===== config.mk =====
export PLATFORM = sky130hd
export DESIGN_NAME = vector_dot_accumulator
export DESIGN_NICKNAME = d
export VERILOG_FILES = /design/src/rtl/vector_dot_accumulator.sv
export SDC_FILE = /design/constraint.sdc
export NUM_CORES = 1
export LEC_CHECK = 0
export BUFFER_PORTS_ARGS = -buffer_cell sky130_fd_sc_hd__buf_4
export CAP_MARGIN = 20
export CORE_MARGIN = 8
export CORE_UTILIZATION = 54
export DETAILED_ROUTE_END_ITERATION = 8
export GPL_TIMING_DRIVEN = 0
export PLACE_DENSITY = 0.82
export REMOVE_ABC_BUFFERS = 1
export SYNTH_ARGS = -nofsm -noshare
export SYNTH_HDL_FRONTEND = slang
export SYNTH_SLANG_ARGS = --single-unit
export TNS_END_PERCENT = 10

===== constraint.sdc =====
create_clock -name clk -period 4.1 [get_ports clk]
set_input_delay 0.205 -clock clk [delete_from_list [all_inputs] [get_ports clk]]
set_output_delay 0.205 -clock clk [all_outputs]
set_load 0.01 [all_outputs]

===== src/rtl/vector_dot_accumulator.sv =====
// ============================================================================
//  Module   : vector_dot_accumulator
//  Brief    : Sums four 16-bit lane products per beat and accumulates BEATS
//             beats into one dot product, returned over valid/ready.
//  Revision : 1.0 - initial release
// ============================================================================
`default_nettype none

module vector_dot_accumulator #(
    parameter int BEATS = 4,
    parameter int ACC_W = 32
) (
    input  logic             clk,
    input  logic             reset,
    input  logic             start,
    input  logic             in_valid,
    input  logic [15:0]      product1,
    input  logic [15:0]      product2,
    input  logic [15:0]      product3,
    input  logic [15:0]      product4,
    output logic             in_ready,
    output logic             busy,
    output logic [ACC_W-1:0] result,
    output logic             out_valid,
    input  logic             out_ready,
    output logic             overflow
);

    localparam int CNT_W = (BEATS > 1) ? $clog2(BEATS) : 1;
    localparam logic [CNT_W-1:0] C_LAST_BEAT = CNT_W'(BEATS - 1);

    typedef enum logic [1:0] {
        S_IDLE  = 2'd0,
        S_ACCUM = 2'd1,
        S_DONE  = 2'd2
    } state_t;

    state_t             r_state;
    state_t             w_state_next;
    logic [CNT_W-1:0]   r_beat_cnt;
    logic [ACC_W-1:0]   r_acc;
    logic               r_overflow;
    logic [17:0]        w_lane_sum;
    logic [ACC_W:0]     w_acc_sum;
    logic               w_accept;
    logic               w_last_beat;

    // 18 bits holds four full-scale 16-bit products without truncation.
    assign w_lane_sum  = 18'(product1) + 18'(product2) + 18'(product3) + 18'(product4);
    assign w_acc_sum   = {1'b0, r_acc} + {{(ACC_W + 1 - 18){1'b0}}, w_lane_sum};
    assign w_accept    = (r_state == S_ACCUM) && in_valid;
    assign w_last_beat = (r_beat_cnt == C_LAST_BEAT);

    always_comb begin
        w_state_next = r_state;
        in_ready     = 1'b0;
        out_valid    = 1'b0;
        busy         = 1'b0;
        case (r_state)
            S_IDLE: begin
                if (start) w_state_next = S_ACCUM;
            end
            S_ACCUM: begin
                in_ready = 1'b1;
                busy     = 1'b1;
                if (in_valid && w_last_beat) w_state_next = S_DONE;
            end
            S_DONE: begin
                out_valid = 1'b1;
                busy      = 1'b1;
                if (out_ready) w_state_next = S_IDLE;
            end
            default: w_state_next = S_IDLE;
        endcase
    end

    always_ff @(posedge clk) begin
        if (reset) begin
            r_state    <= S_IDLE;
            r_acc      <= '0;
            r_beat_cnt <= '0;
            r_overflow <= 1'b0;
        end else begin
            r_state <= w_state_next;
            if (r_state == S_IDLE && start) begin
                r_acc      <= '0;
                r_beat_cnt <= '0;
                r_overflow <= 1'b0;
            end else if (w_accept) begin
                r_acc      <= w_acc_sum[ACC_W-1:0];
                r_beat_cnt <= r_beat_cnt + CNT_W'(1);
                if (w_acc_sum[ACC_W]) r_overflow <= 1'b1;
            end
        end
    end

    assign result   = r_acc;
    assign overflow = r_overflow;

endmodule

`default_nettype wire


Yosys cells after proc, flatten, opt, wreduce, memory -nomap -nowiden
Index checks and enable logic that the tools add are counted.
W data, S select, Z words.
- multiplexer cells: 7
- multipliers: 0
- magnitude comparators: 0
- add/sub/neg operators: 5
- bitwise operators: 0
- shifts and indexed selects: 0
- divide/modulo/power cells: 0
- reductions and logical operators: 8
- equal/unequal tests: 6
- operator list (kind ; count):
    $add A32 B18 Y33 ; 1
    $add A17 B16 Y18 ; 1
    $add A18 B16 Y18 ; 1
    $add A16 B16 Y17 ; 1
    $mux W2 ; 3
    $pmux W2 S3 ; 1
    $eq A2 B2 Y1 const B ; 2
    $ne A2 B2 Y1 const B ; 2
    $reduce_or A2 Y1 ; 2
    $logic_and A1 B1 Y1 ; 3
    $mux W1 ; 3
    $reduce_and A3 Y1 ; 1
    $add A2 B1 Y2 const B ; 1
    $eq A2 B1 Y1 const B ; 1
    $logic_not A2 Y1 ; 1
    $ne A2 B1 Y1 const B ; 1
    $reduce_and A2 Y1 ; 1
- logic and storage cells: 30
- bits in registers: 37
- memories: 0
- input port bits: 69
- latch bits: 0
- RAM bits: 0
- output and inout bits: 36
- memory bits (read-only): 0

Logic depth before layout (Yosys ltp)
- depth after elaboration: 5
- depth in mapped cells: 15
- gate-level depth less buffers: 15

Worst setup path before layout
Ideal clock, no wire load.
- path kind: input port to flip-flop
- from: input product1[10]
- to: register r_acc[31], in the netlist result[31]
- path slack: 0.400 ns
- arrival time: 3.630 ns
- library setup time: 0.070 ns
- cell stages on the path: 15
- required time: 4.030 ns
- cell sequence: inv_1 > fa_1 > inv_1 > fa_1 > inv_1 > fa_1 > inv_1 > ha_1 > nand2_1 > o221a_1 > o21a_1 > a211oi_4 > nor2_2 > or3_1 > a21oi_1
- longest elaborated chain between the ends: 4
- ends and longest elaborated chain (item ; RTL line ; text):
    start: declaration ; 17 ; input logic [15:0] product1,
    $add A16 B16 Y17 ; 49 ; assign w_lane_sum = 18'(product1) + 18'(product2) + 18'(product3) + 18'(product4);
    $add A17 B16 Y18 ; 49 ;
    $add A18 B16 Y18 ; 49 ;
    $add A32 B18 Y33 ; 50 ; assign w_acc_sum = {1'b0, r_acc} + {{(ACC_W + 1 - 18){1'b0}}, w_lane_sum};
    end signal: assignment ; 90 ; r_acc <= w_acc_sum[ACC_W-1:0];
    end: declaration ; 41 ; logic [ACC_W-1:0] r_acc;
No other way between the ends.
A chain may end at the register's enable or synchronous reset.

Final worst setup path
- from: input product1[15]
- to: register r_acc[28], in the netlist result[28]
The elaborated chain is that of the path after synthesis.

==> impl_metrics.py <==
metrics = {
    "placed_design": {
        "gp_congestion": 0.918,
        "pre_cts_ws_ns": -0.0566,
        "placed_cell_area_um2": 4720,
        "io_buffer_count": 104,
        "dpl.hpwl_um": 7270,
        "dpl.cell_count": 671,
    },
    "setup_path": {
        "slowest_stage": "fa_1",
        "r2r_start": "result[15]",
        "r2r_cells": 11,
        "cp-start-kind": "input pin",
        "worstPathRequired_ns": 4.22,
        "path_class": "in -> reg",
        "path_buf_inv": 5,
        "critPathMaxStageDelay_ns": 0.54,
        "crit_path_cell_trace": "buf_4, inv_1, fa_1, inv_1, fa_1, inv_1, fa_1, inv_1, ha_1, a21o_1, a21o_1, or2_2, a211oi_1, a22o_1, or4_1, a21oi_1",
        "crit_arrival_ns": 3.97,
        "r2r_slack_ns": 0.96,
        "path_common_cell": "inv_1",
        "endpoint_kind": "flop",
        "cpLargestDelayFamily": "adder cells",
        "worstPathMaxFanout": 7,
        "r2r-end": "result[28]",
    },
    "clock_tree": {
        "cts_tree": "built",
        "cts-buffers-inserted": 5,
        "clk_pin_slew_ns": 0.08,
        "worstSkewPairLatency_ns": 0.29,
        "holdBufCountCts": 0,
        "h-tree-depth": 2,
        "clock-root-buffer": "clkbuf_8",
        "clkSinkCount": 37,
        "clockBufferDepth": 2,
    },
    "timing": {
        "setup_viol": 0,
        "rsz0062_at_grt": "false",
        "slew_viol_final": 0,
        "min_period_over_period": 0.938,
        "final.min_clock_period_ns": 3.84,
        "setup_ws_ns": 0.255,
        "slew_headroom": 0.284,
        "hold_violations": 0,
        "holdWs_ns": 0.0983,
        "fin_skew_ns": 0.00873,
        "timing.fmax_mhz": 260,
        "tightest_slew_ns": 1.07,
    },
    "detailed_routing": {
        "drc": 0,
        "drt_wl_total_um": 8730,
        "wl_per_cell_um": 12.9,
        "firstDrtPassIters": 4,
        "vias_per_cell": 4.99,
        "via_count": 3391,
        "drtAntennaViolNets": 0,
        "drtIter0Drc": 134,
    },
    "power_and_ir_drop": {
        "p_per_area_nw_per_um2": 439,
        "vdd_drop_max_mv": 0.229,
        "leakage_nw": 2.56,
        "switchingPower_mw": 0.989,
        "clkPwrFrac": 0.121,
        "seqPwrFrac": 0.202,
        "swShare": 0.469,
        "p_total_mw": 2.11,
        "p_comb_frac": 0.677,
        "p_int_mw": 1.12,
    },
    "die": {
        "core_area_um2": 7100,
        "initial_core_util": 0.543,
        "row_count": 31,
        "die_area_um2": 10100,
        "die-height_um": 101,
        "num_io_pins": 105,
        "die_w_um": 101,
    },
    "finish": {
        "stdcell_area_um2": 4810,
        "area_growth_pct": 24.7,
        "drive_gt1_frac": 0.205,
        "final_common_cell": "inv_1",
        "fin_cells": 679,
        "fillers": 623,
        "antenna_cells": 0,
        "layout_common_cells": "inv_1, buf_4, fa_1",
        "fin_nets": 723,
    },
    "yosys": {
        "syn_area_um2": 3860,
        "synth_cell_types": 44,
        "ys_ff_latch": 37,
        "yosysSeqAreaShare": 0.192,
        "ys.flop_type": "dfxtp_1",
        "syn_inst": 478,
        "ys_async_sr_fraction": 0,
        "syn_area_per_cell_um2": 8.07,
        "yosysWarnings": 0,
        "synth-edff-count": 0,
    },
    "global_route": {
        "first_global_vias": 3570,
        "overflow": 0,
        "antenna_found_initial": 0,
        "grt_max_degree": 33,
        "grt_usage": 0.181,
        "grt_pass1_wl_um": 15000,
    },
    "run_status": {
        "status": "finished clean",
    },
    "min_path": {
        "whs_path_depth": 2,
        "min_from": "reset",
        "worstHoldPathType": "in -> reg",
        "whs_endpoint": "r_state[0]",
    },
    "run": {
        "maxCapViolCount": 0,
    },
}
## worst max-delay path by stage
stage	depth (start not counted)	slack (ns)	end	from
after floorplan	15	0.39	result[31]	product1[10]
after global placement	15	0.06	result[17]	product1[1]
after detailed placement	16	-0.06	overflow	product1[15]
after CTS	16	0.25	overflow	product1[15]
after global routing	16	0.03	result[26]	product1[15]
final	16	0.26	result[28]	product1[15]
## cell type report
cell class	instances	area, µm²	share of cell area
Timing Repair Buffer	104	781	0.162
Clock buffer	6	72.6	0.0151
Sequential cell	37	741	0.154
Clock inverter	2	15.0	0.00312
Inverter	141	529	0.110
Multi-Input combinational cell	290	2550	0.530
Tap cell	99	124	0.0258
## cell usage after synthesis (all sizes together), types with 6 or more instances
master / instances / area (µm²)
fa: 47 / 941
xnor2: 10 / 87.6
and3: 6 / 42.5
clkbuf: 8 / 30.0
ha: 28 / 350
xor2: 9 / 78.8
nor2: 23 / 88.8
dfxtp: 37 / 741
o21ai: 16 / 80.1
inv: 141 / 529
a21o: 8 / 60.1
nand3: 13 / 65.1
a21oi: 32 / 164
nand2: 45 / 169
## worst register-to-register path, cell delays in order (launching register included)
cell and delay, ns:
dfxtp_1 0.36, inv_1 0.07, fa_1 0.54, inv_1 0.05
ha_1 0.37, a21o_1 0.19, a21o_1 0.19, or2_2 0.31
a211oi_1 0.38, a22o_1 0.32, or4_1 0.15, a21oi_1 0.06
## registers in the layout, summed over array words and instances (netlist names)
signal,count
result,32
r_beat_cnt,2
r_state,2
overflow,1
## metrics by stage
stage | utilization | TNS [ns]
finish | 0.677 | 0
CTS | 0.677 | 0
global route | 0.677 | 0
detailed placement | 0.664 | -0.113
floorplan | - | 0
global placement | 0.664 | 0
## per-layer routing
layer | up-vias | GRT usage | routed length [µm]
met4 | 0 | 0.0547 | 99
met2 | 92 | 0.335 | 4670
met5 | - | 0 | 0
met1 | 1603 | 0.201 | 3490
met3 | 6 | 0.0380 | 475
li1 | 1690 | - | -
## cells by family (layout without fill, tap and decap cells)
group / after synthesis / after routing / share of synthesized area
XOR/XNOR: 19 / 19 / 0.0432
flip-flops: 37 / 37 / 0.192
adder cells (fa/ha/maj): 75 / 75 / 0.335
buffers and inverters: 151 / 253 / 0.149
multiplexers: 2 / 2 / 0.00519
AO/OA/AOI/OAI: 90 / 90 / 0.152
AND/OR/NAND/NOR: 104 / 104 / 0.124
## power groups by stage
stage	Combinational (mW)	Clock, mW	Sequential (mW)
after floorplan	1.05	0	0.441
after global placement	1.37	0	0.431
after detailed placement	1.41	0	0.434
after CTS	1.43	0.265	0.426
after global routing	1.62	0.282	0.432
final	1.43	0.256	0.426
## timing repair
item                                    4_1_cts  5_1_grt
setup buffers                                 0        0
endpoints found under the hold margin         0        0
endpoints found under the setup margin        0        1
resized for setup                             0        1
Note: power is estimated with default switching activity, not from simulation.
